--- src/rtl/mmio_uart_tx.sv ---
// Memory-mapped UART transmitter: CPU stores to TXDATA queue bytes that are sent as 8N1 frames.
// Define MMIO_UART_TX_PARITY_EN to append an even-parity bit to every frame.
module mmio_uart_tx #(
  parameter logic [15:0] BASE_ADDR   = 16'hFF00,
  parameter int unsigned FIFO_DEPTH  = 8,
  parameter logic [15:0] DEFAULT_DIV = 16'd868
) (
  input  logic        clk,
  input  logic        rst,
  input  logic [3:0]  w_en,
  input  logic [15:0] address,
  input  logic [31:0] write_data,
  output logic [31:0] read_data,
  output logic        tx,
  output logic        tx_busy,
  output logic        fifo_full
);

  localparam int unsigned AW = $clog2(FIFO_DEPTH);
  localparam int unsigned CW = AW + 1;
  localparam logic [CW-1:0] DEPTH_C = CW'(FIFO_DEPTH);

  typedef enum logic [2:0] {S_IDLE, S_START, S_DATA, S_PARITY, S_STOP} state_e;

`ifdef MMIO_UART_TX_PARITY_EN
  localparam state_e AFTER_DATA = S_PARITY;
  localparam logic   PAR_FLAG   = 1'b1;
`else
  localparam state_e AFTER_DATA = S_STOP;
  localparam logic   PAR_FLAG   = 1'b0;
`endif

  logic          hit;
  logic [3:0]    off;
  logic          push_req, push_ok, pop, ovf_clr, div_wr, load;
  logic          fifo_empty, tick;
  logic [15:0]   div_eff;
  logic [4:0]    cnt5;
  logic          unused_bits;

  logic [7:0]    mem_q [FIFO_DEPTH];
  logic [AW-1:0] wptr_q, wptr_d, rptr_q, rptr_d;
  logic [CW-1:0] count_q, count_d;
  logic          ovf_q, ovf_d;
  logic [15:0]   div_q, div_d;
  state_e        state_q, state_d;
  logic [15:0]   timer_q, timer_d, cur_div_q, cur_div_d;
  logic [2:0]    idx_q, idx_d;
  logic [7:0]    shift_q, shift_d;
  logic          par_q, par_d;
  logic          tx_q, tx_d;

  assign hit         = (address[15:4] == BASE_ADDR[15:4]);
  assign off         = address[3:0];
  assign push_req    = hit && (off == 4'h0) && w_en[0];
  assign push_ok     = push_req && (count_q < DEPTH_C);
  assign ovf_clr     = hit && (off == 4'h4) && w_en[0] && write_data[3];
  assign div_wr      = hit && (off == 4'h8) && (w_en[1:0] == 2'b11);
  assign fifo_empty  = (count_q == '0);
  assign fifo_full   = (count_q == DEPTH_C);
  assign tick        = (timer_q == '0);
  assign div_eff     = (div_q == '0) ? 16'd1 : div_q;
  assign cnt5        = 5'(count_q);
  assign tx          = tx_q;
  assign tx_busy     = (state_q != S_IDLE);
  assign unused_bits = ^{write_data[31:16], w_en[3:2]};

  always_comb begin
    read_data = '0;
    if (hit) begin
      case (off)
        4'h4:    read_data = {18'b0, cnt5, 4'b0, PAR_FLAG, ovf_q, tx_busy, fifo_empty, fifo_full};
        4'h8:    read_data = {16'b0, div_q};
        default: read_data = '0;
      endcase
    end
  end

  // Push acceptance uses the pre-edge count, so a push while full is dropped even if a pop occurs.
  always_comb begin
    wptr_d  = wptr_q;
    rptr_d  = rptr_q;
    count_d = count_q;
    ovf_d   = ovf_q;
    div_d   = div_q;
    if (push_ok) wptr_d = wptr_q + 1'b1;
    if (pop)     rptr_d = rptr_q + 1'b1;
    case ({push_ok, pop})
      2'b10:   count_d = count_q + 1'b1;
      2'b01:   count_d = count_q - 1'b1;
      default: count_d = count_q;
    endcase
    if (ovf_clr)              ovf_d = 1'b0;
    if (push_req && !push_ok) ovf_d = 1'b1;
    if (div_wr)               div_d = write_data[15:0];
  end

  always_comb begin
    state_d   = state_q;
    timer_d   = tick ? (cur_div_q - 16'd1) : (timer_q - 16'd1);
    cur_div_d = cur_div_q;
    idx_d     = idx_q;
    shift_d   = shift_q;
    par_d     = par_q;
    pop       = 1'b0;
    load      = 1'b0;
    case (state_q)
      S_IDLE: begin
        timer_d = timer_q;
        if (!fifo_empty) load = 1'b1;
      end
      S_START: if (tick) begin
        state_d = S_DATA;
        idx_d   = '0;
      end
      S_DATA: if (tick) begin
        shift_d = {1'b0, shift_q[7:1]};
        idx_d   = idx_q + 3'd1;
        if (idx_q == 3'd7) state_d = AFTER_DATA;
      end
      S_PARITY: if (tick) state_d = S_STOP;
      S_STOP: if (tick) begin
        if (!fifo_empty) load = 1'b1;
        else             state_d = S_IDLE;
      end
      default: state_d = S_IDLE;
    endcase
    // Frame start: pop, latch divisor, and enter START so tx drops on this same edge.
    if (load) begin
      pop       = 1'b1;
      shift_d   = mem_q[rptr_q];
      par_d     = ^mem_q[rptr_q];
      cur_div_d = div_eff;
      timer_d   = div_eff - 16'd1;
      state_d   = S_START;
    end
    case (state_d)
      S_START:  tx_d = 1'b0;
      S_DATA:   tx_d = shift_d[0];
      S_PARITY: tx_d = par_d;
      default:  tx_d = 1'b1;
    endcase
  end

  always_ff @(posedge clk) begin
    if (push_ok) mem_q[wptr_q] <= write_data[7:0];
  end

  always_ff @(posedge clk) begin
    if (rst) begin
      wptr_q    <= '0;
      rptr_q    <= '0;
      count_q   <= '0;
      ovf_q     <= 1'b0;
      div_q     <= DEFAULT_DIV;
      state_q   <= S_IDLE;
      timer_q   <= '0;
      cur_div_q <= 16'd1;
      idx_q     <= '0;
      shift_q   <= '0;
      par_q     <= 1'b0;
      tx_q      <= 1'b1;
    end else begin
      wptr_q    <= wptr_d;
      rptr_q    <= rptr_d;
      count_q   <= count_d;
      ovf_q     <= ovf_d;
      div_q     <= div_d;
      state_q   <= state_d;
      timer_q   <= timer_d;
      cur_div_q <= cur_div_d;
      idx_q     <= idx_d;
      shift_q   <= shift_d;
      par_q     <= par_d;
      tx_q      <= tx_d;
    end
  end

endmodule

--- config.mk ---
export PLATFORM = sky130hd
export DESIGN_NAME = mmio_uart_tx
export DESIGN_NICKNAME = d
export VERILOG_FILES = /design/src/rtl/mmio_uart_tx.sv
export SDC_FILE = /design/constraint.sdc
export NUM_CORES = 1
export LEC_CHECK = 0
export CORE_UTILIZATION = 50
export DETAILED_ROUTE_END_ITERATION = 6
export PLACE_DENSITY = 0.73
export SYNTH_ARGS = -nofsm -noshare
export SYNTH_HDL_FRONTEND = slang
export SYNTH_SLANG_ARGS = --single-unit
--- constraint.sdc ---
create_clock -name clk -period 5.9 [get_ports clk]
set_clock_uncertainty 0.05 [all_clocks]
set_input_delay 1.18 -clock clk [delete_from_list [all_inputs] [get_ports clk]]
set_output_delay 1.18 -clock clk [all_outputs]
set_load 0.005 [all_outputs]
==> metrics.txt <==
n_diodes=0; GRT overflow=0; CTS HTree Levels=4; Final setup viols=0; CTS Buf Count=17; Die Y=118 um; initial antenna violation count=0; arrival time at the worst endpoint=3.81 ns; number of vias per cell=5.72; Final HPWL DP=10.4 mm; LEAKAGE=2.76 nW; Initial DRC Count=407; library cells used by synthesis=70; CP bufs+invs=2; mapped cell area=6760 sq um; All-Layer GR Usage=23.0%; PD cells=498 nW/um^2; crit end category=output port; ys flop type=dfxtp_1; hold bufs inserted after CTS=0; Worst path slowest cell=and3b_1; crit-path most repeated cell=clkdlybuf4s50_1; # nets final=758; post-synth top area cell=edfxtp_1; Vias=5057; DIE WIDTH=118 um; min-delay worst type=reg2reg; Hold Violations, Final=0; largest net degree at the start of global routing=51; crit-path max FO=18; Final GP Congestion=0.876; Worst setup SP type=primary input; Residual DRC=0; f_max=198 MHz; max-slew violations=0; worst slew pin tran=0.919 ns; TritonCTS clock tree=built; first-pass GRT wire length=25.1 mm; Ys Warns=0; initial core utilization=51.1%; post-synthesis sequential area ratio=51.5%; cell breakdown of the critical path=clkdlybuf4s50_1 > or4_1 > nor4_1 > and3b_1 > and2_1 > clkdlybuf4s50_1; Synth top area share=28.4%; vias in the first global route=5014; Post-CTS Resized=0; Final period util=85.5%; proportion of layout cells with a drive suffix above 1=9.32%; setup_tns=0 ns; ys async rst share=0%; IO Pins=89; CTS root buffer=clkbuf_16; Required @ worst endpoint=4.67 ns; Routed wire per std cell=17.4 um; max cap viols=0; cell count after synthesis=654; latest clock arrival within the worst-skew pair=0.42 ns; fillers=1078; number of synthesized flops with an enable pin=64; Synth-to-Final Area Change=17.2%; clk slew on worst S/H paths=0.06 ns; min Tclk post-route=5.04 ns; worst stage delay on the critical path=0.62 ns; CP delay by family, top=simple AND/OR/NAND/NOR gates; peak supply drop=0.000320 V; die footprint=14000 sq um; Rel. slew slack=37.0%; Finished Core Util=59.9%; largest cells by area after synthesis=edfxtp_1 (28%), dfxtp_1 (23%), nand2_1 (4.5%); clk buf depth=2; RSZ-0062 raised after global routing=no; FP Rows=42; Post-DRT Antenna Nets=0; syn avg cell area=10.3 sq um; total wire length=15.4 mm; kind of critical path=in2out; Clock Sinks=142; PortBufs=54; Setup Buffers After CTS=0; Yosys reg bits=142; core box area=13200 sq um; status=finished, final reports clean; drt first pass iters=5
-- cells in the mapped netlist, drive strengths merged (7+ instances only) --
| cell type | instances |
|---|---|
| ha | 8 |
| a211oi | 25 |
| mux4 | 8 |
| o21ai | 12 |
| a22o | 8 |
| xor2 | 9 |
| edfxtp | 64 |
| or3 | 8 |
| xnor2 | 14 |
| dfxtp | 78 |
| buf | 28 |
| a21oi | 51 |
| clkbuf | 28 |
| nor2 | 73 |
| a221oi | 7 |
| nand2 | 81 |
| inv | 8 |
| and2 | 11 |
| nor4 | 9 |
| nor3 | 12 |
| mux2i | 27 |
-- tightest hold or removal path, delay by kind of cell (launching register included) --
kind	cells	cell delay, ns
AO/OA/AOI/OAI	1	0.05
flip-flops	1	0.32
AND/OR/NAND/NOR	1	0.05
-- state kept, by name, indices dropped and copies added (netlist names), named ones only --
register   flops
count_q        4
idx_q          3
wptr_q         3
rptr_q         3
timer_q       16
shift_q        8
tx             1
cur_div_q     16
state_q        3
mem_q         64
ovf_q          1
par_q          1
div_q         16
-- cells in the final DEF (no fill, tap or decap), drive strengths merged, types with 6 or more instances in the layout --
cell,n
a22o,8
inv,16
mux2i,27
nor2,73
clkdlybuf4s50,53
nor3,12
a221oi,7
or4,6
buf,10
clkbuf,17
xnor2,14
nand2,81
a211oi,25
and2,11
a21oi,51
edfxtp,64
dfxtp,78
conb,16
mux4,8
o21ai,12
ha,8
or3,8
nor4,9
xor2,9
-- layout make-up --
class                           count  area (sq um)  area share (%)
Clock inverter                     15           151            1.91
Inverter                            8          30.0           0.379
Sequential cell                   142          3480            43.9
Timing Repair Buffer               63           603            7.60
Multi-Input combinational cell    463          3020            38.0
Clock buffer                       17           425            5.36
Tap cell                          176           220            2.78
-- cell families after synthesis --
logic type,share of synthesized area (%)
XOR/XNOR,2.98
flip-flops,51.5
adder cells (fa/ha/maj),1.78
AND/OR/NAND/NOR,16.6
AO/OA/AOI/OAI,15.4
multiplexers,6.99
buffers and inverters,4.74
other,0.0554
-- through the flow --
stage	setup slack [ns]	instance area [sq um]	power, mW	hold WS [ns]	cells
2_1_floorplan	1.88	6820	2.57	0.387	669
3_3_place_gp	0.928	7350	2.85	0.396	852
3_5_place_dp	0.879	7350	2.90	0.411	852
4_1_cts	0.875	7930	3.95	0.420	884
5_1_grt	0.744	7930	4.18	0.439	884
6_report	0.858	7930	3.95	0.421	884
-- worst paths after layout --
path	slack, ns	to	cells past startpoint	from
worst min-delay path	0.42	cur_div_q[14]$_SDFFE_PP0N_	2	cur_div_q[14]$_SDFFE_PP0N_
worst max-delay path	0.86	read_data[15]	6	address[5]
worst min register to register	0.42	cur_div_q[14]$_SDFFE_PP0N_	2	cur_div_q[14]$_SDFFE_PP0N_
worst max register to register	1.58	timer_q[14]$_SDFFE_PP0P_	14	timer_q[9]$_SDFFE_PP0P_
-- where the power goes --
group | switching (mW) | leakage [nW] | total, mW | internal (mW)
sequential | 0.139 | 1.21 | 1.29 | 1.15
combinational | 0.972 | 1.27 | 1.63 | 0.653
clock | 0.444 | 0.280 | 1.04 | 0.594
total | 1.55 | 2.76 | 3.95 | 2.40
-- layer usage --
layer | global-route usage, % | wire length [um] | vias to the layer above | share of wire, %
met5 | 0 | 0 | - | 0
met4 | 9.78 | 378 | 0 | 2.5
met3 | 6.47 | 749 | 32 | 4.9
met2 | 37.4 | 7710 | 149 | 50
met1 | 28.6 | 6550 | 2427 | 43
li1 | - | - | 2449 | -
(Power assumes the default switching activity.)
